[config.mk]
export PLATFORM = sky130hd
export DESIGN_NAME = arb_fmt_ctrl
export DESIGN_NICKNAME = d
export VERILOG_FILES = /design/src/rtl/arb_fmt_ctrl.sv
export SDC_FILE = /design/constraint.sdc
export NUM_CORES = 1
export LEC_CHECK = 0
export BUFFER_PORTS_ARGS = -buffer_cell sky130_fd_sc_hd__buf_4
export CORE_MARGIN = 4
export CORE_UTILIZATION = 48
export CTS_BUF_LIST = sky130_fd_sc_hd__clkbuf_8
export CTS_CLUSTER_DIAMETER = 50
export DETAILED_ROUTE_END_ITERATION = 10
export GPL_ROUTABILITY_DRIVEN = 0
export PLACE_DENSITY = 0.79
export SYNTH_ARGS = -nofsm -noshare
export SYNTH_HDL_FRONTEND = slang
export SYNTH_SLANG_ARGS = --single-unit
[constraint.sdc]
create_clock -name clk_i -period 4.2 [get_ports clk_i]
set_input_delay 0.63 -clock clk_i [delete_from_list [all_inputs] [get_ports clk_i]]
set_output_delay 0.63 -clock clk_i [all_outputs]
set_load 0.05 [all_outputs]
[src/rtl/arb_fmt_ctrl.sv]
// ============================================================================
// arb_fmt_ctrl
// ----------------------------------------------------------------------------
// Three-channel read arbiter and packet formatter.
//
// Each slave channel owns a FIFO. The FIFO reports three things:
//    - "not empty" on slv_req_i.
//    - Its free slot count on slv_margin_i.
//    - Read data on slv_val_i/slv_data_i, one cycle after this block pops it
//      with a2s_ack_o.
//
// While idle, the block picks one channel that is enabled, non-empty and holds
// at least one full packet. The lowest priority value wins. Ties rotate
// round-robin, starting after the last granted channel. The block then pops
// exactly LEN words from the winner and streams them out on the fmt_* port.
// The first word is marked with fmt_start_o and the last with fmt_end_o.
//
// A two-entry output buffer absorbs the one-cycle read latency of the slaves.
// Pops are throttled so that buffered words plus pops still in flight never
// exceed two. With fmt_ready_i held high this still gives one word per cycle.
//
// Parameters
//    DW          channel / output data width
//    FIFO_DEPTH  depth of each slave FIFO, used to turn margin into fill level
//
// Ports
//    clk_i         clock, rising edge
//    rstn_i        asynchronous active-low reset
//    slv_en_i      per-channel enable
//    slv_req_i     per-channel FIFO-not-empty
//    slv_margin_i  per-channel free slots, 8 bits each, channel x at [8x+7:8x]
//    slv_val_i     per-channel read data valid (one cycle after ack)
//    slv_data_i    per-channel read data, channel x at [DW*x+DW-1:DW*x]
//    a2s_ack_o     per-channel read pop, at most one bit high
//    prio_i        2-bit priority per channel, 0 is highest
//    pkt_len_i     packet length code: 0=4, 1=8, 2=16, 3=32 words
//    fmt_data_o    formatted output word
//    fmt_val_o     output word valid
//    fmt_ready_i   downstream accept
//    fmt_start_o   first word of a packet
//    fmt_end_o     last word of a packet
//    fmt_id_o      source channel of the current word
//    busy_o        high whenever the controller is not idle
// ============================================================================
module arb_fmt_ctrl #(
   parameter int DW         = 32,
   parameter int FIFO_DEPTH = 64
) (
   input  logic            clk_i,
   input  logic            rstn_i,
   input  logic [2:0]      slv_en_i,
   input  logic [2:0]      slv_req_i,
   input  logic [23:0]     slv_margin_i,
   input  logic [2:0]      slv_val_i,
   input  logic [3*DW-1:0] slv_data_i,
   output logic [2:0]      a2s_ack_o,
   input  logic [5:0]      prio_i,
   input  logic [1:0]      pkt_len_i,
   output logic [DW-1:0]   fmt_data_o,
   output logic            fmt_val_o,
   input  logic            fmt_ready_i,
   output logic            fmt_start_o,
   output logic            fmt_end_o,
   output logic [1:0]      fmt_id_o,
   output logic            busy_o
);

   typedef enum logic [1:0] {
      IDLE  = 2'd0,
      XFER  = 2'd1,
      DRAIN = 2'd2
   } state_t;

   localparam logic [7:0] DEPTH_8 = 8'(FIFO_DEPTH);

   state_t        state_q;
   state_t        state_d;

   logic [5:0]    req_len;
   logic [7:0]    fill [3];
   logic [2:0]    eligible;
   logic          win_valid;
   logic [1:0]    win_ch;

   logic [5:0]    len_q;
   logic [1:0]    grant_q;
   logic [1:0]    last_q;
   logic [5:0]    ack_cnt_q;
   logic [5:0]    out_cnt_q;

   logic [DW-1:0] buf_q [2];
   logic          wr_ptr_q;
   logic          rd_ptr_q;
   logic [1:0]    bcnt_q;
   logic          inflight_q;

   logic          pop;
   logic          push;
   logic [2:0]    cnt;
   logic          ack_fire;
   logic          ack_last;
   logic          word_last;

   // Translate the packet length code into a word count.
   // The result is 4, 8, 16 or 32 and fits in six bits.
   always_comb begin
      req_len = 6'd4 << pkt_len_i;
   end

   // A channel may compete only when it is enabled and not empty.
   // It must also already hold a whole packet. Fill is computed modulo 256,
   // so a margin larger than the FIFO depth wraps to a large fill value.
   always_comb begin
      for (int i = 0; i < 3; i++) begin
         fill[i]     = DEPTH_8 - slv_margin_i[8*i +: 8];
         eligible[i] = slv_en_i[i] && slv_req_i[i] &&
                       (fill[i] >= {2'b00, req_len});
      end
   end

   // Visit the channels in round-robin order, starting after last_q.
   // A candidate replaces the current best only with a strictly lower
   // priority value. Equal priorities therefore resolve to the channel
   // reached first in the rotation.
   always_comb begin
      logic [2:0] cand;
      logic [1:0] cand_prio;
      logic [1:0] best_prio;
      win_valid = 1'b0;
      win_ch    = 2'd0;
      best_prio = 2'd3;
      cand      = 3'd0;
      cand_prio = 2'd0;
      for (int k = 0; k < 3; k++) begin
         cand = {1'b0, last_q} + 3'(k) + 3'd1;
         if (cand >= 3'd3) begin
            cand = cand - 3'd3;
         end
         cand_prio = prio_i[2*cand[1:0] +: 2];
         if (eligible[cand[1:0]] && (!win_valid || (cand_prio < best_prio))) begin
            win_valid = 1'b1;
            win_ch    = cand[1:0];
            best_prio = cand_prio;
         end
      end
   end

   // Output-side handshake and buffer occupancy.
   // cnt counts every word this block is already responsible for: words
   // waiting in the buffer plus a pop whose data has not returned yet.
   // A new pop is allowed only if the word leaving this cycle still leaves
   // room for it.
   assign fmt_val_o = (bcnt_q != 2'd0);
   assign pop       = fmt_val_o && fmt_ready_i;
   assign push      = (state_q != IDLE) && slv_val_i[grant_q];
   assign cnt       = {1'b0, bcnt_q} + {2'b00, inflight_q};
   assign ack_fire  = (state_q == XFER) && ((cnt - {2'b00, pop}) < 3'd2);
   assign ack_last  = (ack_cnt_q == (len_q - 6'd1));
   assign word_last = (out_cnt_q == (len_q - 6'd1));

   // Controller state register.
   // Reset drops straight back to IDLE, so a partial packet is abandoned.
   always_ff @(posedge clk_i or negedge rstn_i) begin
      if (!rstn_i) begin
         state_q <= IDLE;
      end else begin
         state_q <= state_d;
      end
   end

   // Next-state and pop generation.
   // XFER issues exactly LEN pops and moves to DRAIN together with the last
   // one. DRAIN waits for the final word to leave before returning to IDLE.
   // IDLE always lasts at least one cycle between packets, because a new
   // arbitration only happens in IDLE.
   always_comb begin
      state_d   = state_q;
      a2s_ack_o = 3'b000;
      unique case (state_q)
         IDLE: begin
            if (win_valid) begin
               state_d = XFER;
            end
         end
         XFER: begin
            if (ack_fire) begin
               a2s_ack_o = 3'b001 << grant_q;
               if (ack_last) begin
                  state_d = DRAIN;
               end
            end
         end
         DRAIN: begin
            if (pop && word_last) begin
               state_d = IDLE;
            end
         end
         default: begin
            state_d = IDLE;
         end
      endcase
   end

   // Per-packet context, counters and the two-entry return buffer.
   // Length and winner are frozen when the packet starts, so later changes
   // on pkt_len_i, prio_i or slv_en_i cannot disturb a packet in progress.
   // The priority only matters at the arbitration instant, and its outcome
   // is what grant_q holds. Read data is taken only from the granted
   // channel. Reset clears the buffer contents too, so fmt_data_o reads
   // zero while in reset.
   always_ff @(posedge clk_i or negedge rstn_i) begin
      if (!rstn_i) begin
         len_q      <= 6'd0;
         grant_q    <= 2'd0;
         last_q     <= 2'd2;
         ack_cnt_q  <= 6'd0;
         out_cnt_q  <= 6'd0;
         buf_q[0]   <= '0;
         buf_q[1]   <= '0;
         wr_ptr_q   <= 1'b0;
         rd_ptr_q   <= 1'b0;
         bcnt_q     <= 2'd0;
         inflight_q <= 1'b0;
      end else begin
         if ((state_q == IDLE) && win_valid) begin
            len_q     <= req_len;
            grant_q   <= win_ch;
            last_q    <= win_ch;
            ack_cnt_q <= 6'd0;
            out_cnt_q <= 6'd0;
         end
         if (ack_fire) begin
            ack_cnt_q <= ack_cnt_q + 6'd1;
         end
         inflight_q <= ack_fire;
         if (pop) begin
            out_cnt_q <= word_last ? 6'd0 : (out_cnt_q + 6'd1);
            rd_ptr_q  <= ~rd_ptr_q;
         end
         if (push) begin
            buf_q[wr_ptr_q] <= slv_data_i[DW*grant_q +: DW];
            wr_ptr_q        <= ~wr_ptr_q;
         end
         case ({push, pop})
            2'b10:   bcnt_q <= bcnt_q + 2'd1;
            2'b01:   bcnt_q <= bcnt_q - 2'd1;
            default: bcnt_q <= bcnt_q;
         endcase
      end
   end

   // Word markers come from the count of words already accepted
   // downstream. That count only moves on a transfer, so the markers, the
   // data and the id all hold still while the receiver stalls.
   assign fmt_data_o  = buf_q[rd_ptr_q];
   assign fmt_id_o    = grant_q;
   assign fmt_start_o = fmt_val_o && (out_cnt_q == 6'd0);
   assign fmt_end_o   = fmt_val_o && word_last;
   assign busy_o      = (state_q != IDLE);

endmodule

==> impl_metrics.py <==
metrics = {
    "route": {
        "wl_met2_um": 7910,
        "vias_per_cell": 5.54,
        "wirelength_um": 15600,
        "wl_met3_um": 962,
        "drc": 0,
        "highest_layer": "met4",
        "drtIter0Drc": 264,
        "drt-pass1-iter-count": 5,
        "wl_met1_um": 6350,
        "vias": 5482,
        "antenna_left": 0,
        "wire_per_inst_um": 15.8,
    },
    "yosys": {
        "synth_compound_area_share_pct": 17.8,
        "synth_area_um2": 5710,
        "muxShareOfSynthArea_pct": 14.2,
        "synth_largest_area_cell": "dfrtp_1",
        "synth.distinct_cells": 58,
        "yosys-top-cells-area": "dfrtp_1 39%, mux2i_1 7.9%, a21oi_1 6.7%",
        "synthFlopType": "dfrtp_1",
        "yosysSeqAreaShare_pct": 39.5,
        "synthCells": 638,
        "netlist.area_leader.share_pct": 39.0,
        "synth_top_family_by_area": "compound AO/OA/AOI/OAI gates",
        "async_flop_share_pct": 100,
        "synth_common_cells": "91 x nor2_1, 89 x dfrtp_1, 77 x a21oi_1",
        "synthSimpleGateAreaFrac_pct": 15.9,
        "yosys_register_bits": 90,
        "synth_edf_count": 0,
        "syn_avg_cell_area_um2": 8.95,
        "yosys.cell_count.top_type": "nor2_1",
        "yosysWarnings": 0,
        "yosys.area_share.adder_pct": 5.39,
        "synth_xor_area_share_pct": 3.99,
        "syn_nets": 802,
    },
    "floorplan": {
        "die_height_um": 117,
        "std_cell_rows": 39,
        "pin_count": 181,
        "core-area_um2": 11500,
        "die_width_um": 117,
        "initial_core_util_pct": 49.6,
        "die-area_um2": 13700,
    },
    "timing": {
        "setup_tns_ns": -0.574,
        "fin_worst_skew_ns": 0.00552,
        "setup_viol": 3,
        "max_clock_freq_mhz": 226,
        "fin_ws_ns": -0.216,
        "tightest_slew_ns": 0.716,
        "rsz0062_at_grt": "yes",
        "drv_slew": 0,
        "relSlewSlack_pct": 52.2,
        "final-hold-violation-count": 0,
        "fin_crit_sh_pct": 105,
        "min_period_ns": 4.42,
    },
    "critical_path": {
        "start_kind": "primary input",
        "crit_buf_inv": 1,
        "ff2ff_path_depth": 18,
        "cp-end-kind": "flop",
        "cp.arrival_ns": 4.67,
        "reg2reg_setup_slack_ns": 0.09,
        "required_ns": 4.45,
        "cp_max_fo": 3,
        "critical_path_class": "primary input to flop",
        "r2r_start": "last_q[1]",
        "cp_cell_sequence": "buf_6 -> or4_4 -> xor2_1 -> ha_1 -> a21o_1 -> o21ai_2 -> a41oi_4 -> a22oi_2 -> and2_4 -> nor2_2 -> ha_4 -> a21oi_4 -> a21oi_4 -> or3_1 -> o31ai_2 -> ha_2 -> nor2_2 -> o221a_1 -> o32a_1 -> o31a_1 -> o211ai_1",
        "critical_path.top_delay_family": "compound AO/OA/AOI/OAI gates",
        "r2r-end": "fmt_id_o[1]",
        "slowest_stage": "or4_4",
        "max_stage_delay_ns": 0.53,
    },
    "placement": {
        "io_buffer_count": 180,
        "pre_cts_ws_ns": -0.558,
        "placed_cell_area_um2": 7460,
        "hpwl_um": 11600,
    },
    "run": {
        "drv_cap": 0,
    },
    "global_route": {
        "grt_usage_pct": 22.3,
        "grt_pass1_vias": 5433,
        "overflow": 0,
        "antenna_found_initial": 0,
        "grt_pass1_wl_um": 24600,
        "grt_max_degree": 55,
    },
    "outcome": {
        "violations": "setup timing",
        "status": "finished with violations",
    },
    "power_and_ir_drop": {
        "p_total_uw": 4880,
        "clkPwrFrac_pct": 12.8,
        "p_switching_uw": 2280,
        "seqPwrFrac_pct": 29.3,
        "combPwrFrac_pct": 57.8,
        "switching_share_pct": 46.8,
        "cellPowerDensity_nw_per_um2": 627,
        "intPower_uw": 2600,
        "leakage_uw": 0.00355,
        "irDropWorstVdd_mv": 0.391,
    },
    "clocking": {
        "cts.sinks": 90,
        "numCtsBuffers": 9,
        "clk_pin_slew_ns": 0.08,
        "cts-root-buf": "clkbuf_8",
        "clock_path_buffers": 2,
        "cts_tree": "done",
        "clock_latency_ns": 0.35,
        "ctsHtreeMaxLevel": 3,
    },
    "finish": {
        "final_cell_area_um2": 7780,
        "antenna_cells": 0,
        "final_util_pct": 67.6,
        "nets": 1005,
        "drive_gt1_share_pct": 36.2,
        "syn_to_final_growth_pct": 36.3,
    },
    "min_path": {
        "hold_path_class": "primary input to asynchronous set/reset pin",
    },
}
[logic make-up after synthesis]
group | count (synthesis)
compound gates | 168
xor+xnor | 26
buf+inv | 49
fa+ha+maj | 24
flops | 90
mux | 77
simple gates | 204
[worst max-delay path by stage]
stage / end / from / slack (ns) / cells past startpoint
final: fmt_id_o[1] / slv_margin_i[11] / -0.22 / 21
after global routing: fmt_id_o[0] / slv_margin_i[11] / -0.33 / 22
after CTS: fmt_id_o[0] / slv_margin_i[11] / -0.14 / 21
after detailed placement: fmt_id_o[0] / slv_margin_i[3] / -0.56 / 21
after global placement: fmt_id_o[1] / slv_margin_i[3] / -0.38 / 21
after floorplan: fmt_id_o[1] / slv_margin_i[11] / -0.33 / 20
[power by group through the flow]
stage          clock [uW]  sequential (uW)  combinational, uW
2_1_floorplan           0             1380               2020
3_5_place_dp            0             1450               2800
4_1_cts               643             1440               2830
5_1_grt               681             1480               3040
3_3_place_gp            0             1420               2750
6_report              625             1430               2820
[cell usage in the layout (no fill, tap or decap), drive strengths merged, types with 4 or more instances in the layout]
cell type  netlist  routed
buf             14     227
nor2            91      91
dfrtp           89      89
a21oi           77      77
nand2           60      60
o21ai           52      52
mux2i           45      45
mux2            32      32
ha              23      23
xnor2           18      18
inv             13      17
nand3           14      14
clkbuf          21      10
xor2             8       8
nor3             8       8
or4              6       6
nand2b           5       5
a21o             5       5
nor2b            4       4
o31ai            4       4
and2             4       4
[per-layer routing]
layer	track usage, %	vias up
met5	0	-
met4	6.42	0
met3	3.34	43
met2	39.6	213
met1	28.2	2575
li1	-	2651
[cell type report]
class | instances | area [um^2]
well taps | 143 | 179
clock buffers | 10 | 138
clock inverters | 6 | 75.1
multi-input cells | 499 | 3360
repair buffers | 227 | 1720
fillers | 901 | 3730
flip-flops and latches | 90 | 2250
inverters | 14 | 52.6
[stage by stage]
stage	hold WS [ns]	cells
floorplan	0.334	638
global placement	0.456	965
detailed placement	0.465	965
CTS	0.332	985
global route	0.356	989
finish	0.312	989
[state kept, by name, summed over array words and instances (netlist names)]
signal and count:
out_cnt_q 6, len_q 4, ack_cnt_q 6, bcnt_q 2, state_q 2, fmt_id_o 2
rd_ptr_q 1, last_q 1, wr_ptr_q 1, inflight_q 1, buf_q 64
[timing repair]
action,4_1_cts,5_1_grt
hold buffers,0,0
resized for setup,7,4
setup buffers,4,4
pin swaps,3,1
setup endpoints to repair,3,3
Note: power is estimated with default switching activity, not from simulation.
